File: config.mk
export PLATFORM = sky130hd
export DESIGN_NAME = light_step_sequencer
export DESIGN_NICKNAME = d
export VERILOG_FILES = /design/src/rtl/light_pkg.sv /design/src/rtl/tick_prescaler.sv /design/src/rtl/light_step_sequencer.sv
export SDC_FILE = /design/constraint.sdc
export NUM_CORES = 1
export LEC_CHECK = 0
export CAP_MARGIN = 30
export CORE_MARGIN = 3
export CORE_UTILIZATION = 40
export DETAILED_ROUTE_END_ITERATION = 6
export GPL_TIMING_DRIVEN = 0
export SLEW_MARGIN = 20
export SYNTH_ARGS = -nofsm -noshare
export SYNTH_HDL_FRONTEND = slang
export SYNTH_HIERARCHICAL = 1
export SYNTH_SLANG_ARGS = --single-unit
export TNS_END_PERCENT = 30
File: constraint.sdc
create_clock -name clk_i -period 6.7 [get_ports clk_i]
set_input_delay 1.005 -clock clk_i [delete_from_list [all_inputs] [get_ports clk_i]]
set_output_delay 1.005 -clock clk_i [all_outputs]
set_load 0.05 [all_outputs]
File: src/rtl/light_pkg.sv
// Shared definitions for the light display sequencing path: index width,
// default wrap point, controller state encoding and the load clamp helper.
package light_pkg;

  localparam int SEL_W       = 6;
  localparam int SEL_MAX_DEF = 59;

  typedef enum logic [1:0] {
    ST_IDLE   = 2'd0,
    ST_RUN    = 2'd1,
    ST_PAUSED = 2'd2
  } state_e;

  function automatic logic [SEL_W-1:0] sel_clamp(input logic [SEL_W-1:0] v,
                                                 input logic [SEL_W-1:0] max_v);
    return (v > max_v) ? max_v : v;
  endfunction

endpackage

File: src/rtl/tick_prescaler.sv
// Step-rate prescaler: counts 0..TICK_DIV-1 while enabled, clear wins over enable.
// Terminal count is a combinational decode of the current count.
module tick_prescaler #(
  parameter int TICK_DIV = 4
) (
  input  logic clk_i,
  input  logic rst_i,
  input  logic en_i,
  input  logic clr_i,
  output logic tc_o
);

  localparam int            PW   = (TICK_DIV > 1) ? $clog2(TICK_DIV) : 1;
  localparam logic [PW-1:0] LAST = PW'(TICK_DIV - 1);

  logic [PW-1:0] pcnt_q, pcnt_d;

  assign tc_o = (pcnt_q == LAST);

  always_comb begin
    pcnt_d = pcnt_q;
    if (clr_i) begin
      pcnt_d = '0;
    end else if (en_i) begin
      pcnt_d = tc_o ? '0 : pcnt_q + PW'(1);
    end
  end

  always_ff @(posedge clk_i) begin
    if (rst_i) begin
      pcnt_q <= '0;
    end else begin
      pcnt_q <= pcnt_d;
    end
  end

endmodule

File: src/rtl/light_step_sequencer.sv
// Generates the shared sel index for the light decoders, stepping 0..SEL_MAX at
// the prescaled rate, with start/pause/stop/load control. All outputs registered.
module light_step_sequencer
  import light_pkg::*;
#(
  parameter int TICK_DIV = 50_000_000,
  parameter int SEL_MAX  = SEL_MAX_DEF
) (
  input  logic             clk_i,
  input  logic             rst_i,
  input  logic             start_i,
  input  logic             pause_i,
  input  logic             stop_i,
  input  logic             load_i,
  input  logic [SEL_W-1:0] load_val_i,
  output logic [SEL_W-1:0] sel_o,
  output logic             step_o,
  output logic             wrap_o,
  output logic             busy_o,
  output logic [1:0]       state_o
);

  localparam logic [SEL_W-1:0] SEL_LAST = SEL_W'(SEL_MAX);

  state_e           state_q, state_d;
  logic [SEL_W-1:0] sel_q, sel_d;
  logic             step_q, step_d;
  logic             wrap_q, wrap_d;
  logic             busy_q, busy_d;
  logic             pc_en, pc_clr, pc_tc;

  tick_prescaler #(
    .TICK_DIV(TICK_DIV)
  ) u_prescaler (
    .clk_i (clk_i),
    .rst_i (rst_i),
    .en_i  (pc_en),
    .clr_i (pc_clr),
    .tc_o  (pc_tc)
  );

  always_comb begin
    state_d = state_q;
    sel_d   = sel_q;
    step_d  = 1'b0;
    wrap_d  = 1'b0;
    pc_en   = 1'b0;
    pc_clr  = 1'b0;
    if (stop_i) begin
      state_d = ST_IDLE;
      sel_d   = '0;
      pc_clr  = 1'b1;
    end else begin
      case (state_q)
        ST_IDLE: begin
          pc_clr = 1'b1;
          if (start_i && !pause_i) state_d = ST_RUN;
        end
        ST_RUN: begin
          // A pause or load cycle never advances; load reseeds the prescaler below.
          if (pause_i) begin
            state_d = ST_PAUSED;
          end else if (!load_i) begin
            pc_en = 1'b1;
            if (pc_tc) begin
              step_d = 1'b1;
              if (sel_q == SEL_LAST) begin
                sel_d  = '0;
                wrap_d = 1'b1;
              end else begin
                sel_d = sel_q + 1'b1;
              end
            end
          end
        end
        ST_PAUSED: begin
          if (start_i && !pause_i) state_d = ST_RUN;
        end
        default: state_d = ST_IDLE;
      endcase
      if (load_i) begin
        sel_d  = sel_clamp(load_val_i, SEL_LAST);
        pc_clr = 1'b1;
      end
    end
    busy_d = (state_d == ST_RUN);
  end

  always_ff @(posedge clk_i) begin
    if (rst_i) begin
      state_q <= ST_IDLE;
      sel_q   <= '0;
      step_q  <= 1'b0;
      wrap_q  <= 1'b0;
      busy_q  <= 1'b0;
    end else begin
      state_q <= state_d;
      sel_q   <= sel_d;
      step_q  <= step_d;
      wrap_q  <= wrap_d;
      busy_q  <= busy_d;
    end
  end

  assign sel_o   = sel_q;
  assign step_o  = step_q;
  assign wrap_o  = wrap_q;
  assign busy_o  = busy_q;
  assign state_o = state_q;

endmodule

==> results.md <==
* Outcome: completed
* Drt drc at 0
* Min cycle time layout at 3.26 ns
* Post-CTS sizing at 0
* PwrDens at 177 nW/µm²
* Worst setup EP type: flip-flop
* Area growth, synth to finish at 19.9%
* # diodes at 0
* Comb pwr share at 6.3%
* Ys async rst share at 0%
* H-tree depth at 2
* Cell taking the most area after synthesis: dfxtp_1
* Antenna viol nets, final at 0
* CTS Buf Count at 5
* Hold Buf Count CTS at 0
* Fill count at 497
* Clock power share at 40.6%
* Mapped Cells at 234
* Yosys cell types at 50
* Flop pwr share at 53.1%
* CTS max path bufs at 2
* RSZ-0062 raised after global routing: no
* Core region area at 4750 µm²
* Top_reg_cell synth: dfxtp_1
* Buffers on Ports at 21
* Sequential area share after synthesis at 37.2%
* Slew Viols, Final at 0
* Nets@finish at 277
* Post-Synthesis Net Count at 249
* Grt ovf at 0
* Initial DRC Count at 90
* Worst hold path class: reg -> reg
* Pint at 0.000327 W
* First-pass DRT Iterations at 4
* Maxcap violations at 0
* Worst Path Max Fanout at 10
* Post-DP HPWL at 3.42 mm
* Die height at 76.5 µm
* Sw Share at 22.5%
* Worst hold start: u_prescaler/pcnt_q[25]$_SDFFE_PP0P_
* R2R Path Start: state_o[0]$_SDFF_PP0_
* Most frequent cells after synthesis: dfxtp_1 (37), nor2_1 (18), a21oi_1 (17), nand2_1 (16), nand4_1 (13)
* Initial antenna violation count at 0
* Crit start category: input port
* DR WL/cell at 14.1 µm
* Sink Count at 37
* Synthesis Warnings at 6
* Starting Density at 41.8%
* Max Clock Skew at 0.00464 ns
* Layout cells sized above 1 at 9.51%
* Finished Cell Area at 2380 µm²
* Mapped Area at 1990 µm²
* Vias at 1833
* Top-area cell type share of the netlist area at 37.2%
* LEAKAGE at 0.726 nW
* Die area at 5860 µm²
* Max Fclk at 307 MHz
* Slew HR at 62.7%
* Die X at 76.5 µm
* First-pass GRT wire length at 8.08 mm
* Placer's final routability congestion estimate at 0.819
* Synth Area per Inst at 8.50 µm²
* Number of setup buffers added after CTS at 0
* Setup CP Type: in -> reg
* Vias in the first global route at 1689
* Total track usage at 17.0%
* Most area-consuming cells after synthesis: dfxtp_1 (37%), a21oi_1 (4.3%), nand4_1 (4.1%), xnor2_1 (3.5%), nor2_1 (3.4%)
* Final Hold Viols at 0
* Endpoints failing setup at 0
* EDFF count, synth at 0
* Worst vdd ir at 0.0954 mV
* Worst Tran Pin Value at 0.554 ns
* Worst-path clk slew at 0.07 ns
* Setup_tns at 0 ns
* Final WL at 4.67 mm
* Flops & latches, synth at 37
* Final Cycle Share at 48.6%
* Sw Pwr at 0.0000950 W
* Critical Path Source: pause_i
* FF/Latch Area at 741 µm²
* Clock Latency Late Sink at 0.29 ns
* DP Area at 2280 µm²
* Top-count cell post-synth: dfxtp_1
* CTS tree: yes
* CTS root buf: clkbuf_8
* WP data required at 6.93 ns
* Pin count of the biggest net entering global routing at 12
* Vias per cell at 5.55
* Arr. time, crit path at 3.49 ns
* Ports at 23
* Multi-input logic area at 1150 µm²
* FP Rows at 25
metrics by stage:
| stage | std cells | hold WS, ns | setup slack, ns | power (W) | utilization [%] |
|---|---|---|---|---|---|
| after floorplan | 234 | 0.447 | 3.83 | 0.000243 | - |
| after CTS | 330 | 0.497 | 3.45 | 0.000430 | 50.2 |
| after global placement | 322 | 0.473 | 3.13 | 0.000256 | 48.0 |
| after detailed placement | 322 | 0.478 | 3.15 | 0.000256 | 48.0 |
| final | 330 | 0.501 | 3.44 | 0.000422 | 50.2 |
| after global routing | 330 | 0.537 | 3.27 | 0.000439 | 50.2 |
state kept, by name (all words and copies together) (netlist names):
signal and count:
u_prescaler/pcnt_q 26, sel_o 6, state_o 2, busy_o 1
step_o 1, wrap_o 1
cells by family (layout without fill, tap and decap cells):
logic type      after synthesis  after routing  share of synthesized area (%)
simple gates                112            112                           33.6
compound gates               49             49                           15.8
flops                        37             37                           37.2
buf+inv                      19             48                           5.16
xor+xnor                     13             13                           5.72
fa+ha+maj                     3              3                           1.89
mux                           1              1                          0.503
power groups by stage:
stage / Clock, W / Combinational [W] / Sequential (W)
global placement: 0 / 0.0000268 / 0.000229
finish: 0.000171 / 0.0000267 / 0.000224
floorplan: 0 / 0.00000837 / 0.000234
CTS: 0.000180 / 0.0000268 / 0.000224
global route: 0.000186 / 0.0000288 / 0.000224
detailed placement: 0 / 0.0000268 / 0.000229
worst paths after layout:
path	depth (start not counted)	slack, ns	end
worst max-delay path	9	3.44	u_prescaler/pcnt_q[19]$_SDFFE_PP0P_
worst min-delay path	2	0.50	u_prescaler/pcnt_q[25]$_SDFFE_PP0P_
worst max register to register	9	4.22	u_prescaler/pcnt_q[19]$_SDFFE_PP0P_
worst min register to register	2	0.50	u_prescaler/pcnt_q[25]$_SDFFE_PP0P_
cell type report:
class | instances | share of cell area, %
sequential | 37 | 31.1
inverter | 8 | 1.26
timing repair buffer | 21 | 8.81
tap | 67 | 3.52
clock buffer | 7 | 4.04
multi-input combinational | 178 | 48.1
buffer | 11 | 3.04
clock inverter | 1 | 0.210
cells in the final DEF (no fill, tap or decap), types with 6 or more instances in the layout:
master,count
or4_1,6
o31ai_1,9
nand4_1,13
nor4_1,6
nor2_1,18
inv_1,8
nand2_1,16
clkdlybuf4s50_1,21
dfxtp_1,37
a21oi_1,17
clkbuf_8,7
xnor2_1,8
nand3_1,10
critical path: stages:
cell and delay (ns):
clkdlybuf4s50_1 0.50, nor4_1 0.31, clkbuf_2 0.24, and3_1 0.17
clkbuf_1 0.29, nand2_1 0.15, buf_6 0.17, or4_4 0.50
a21oi_2 0.14
layer usage:
layer | part of all wire [%] | routed length [µm] | global-route usage (%) | up-vias
met4 | 1.3 | 59 | 5.62 | 0
met5 | 0 | 0 | 0 | -
met1 | 50 | 2320 | 23.6 | 871
met3 | 4.4 | 204 | 4.49 | 6
li1 | - | - | - | 924
met2 | 44 | 2080 | 25.3 | 32
(Power assumes the default switching activity.)
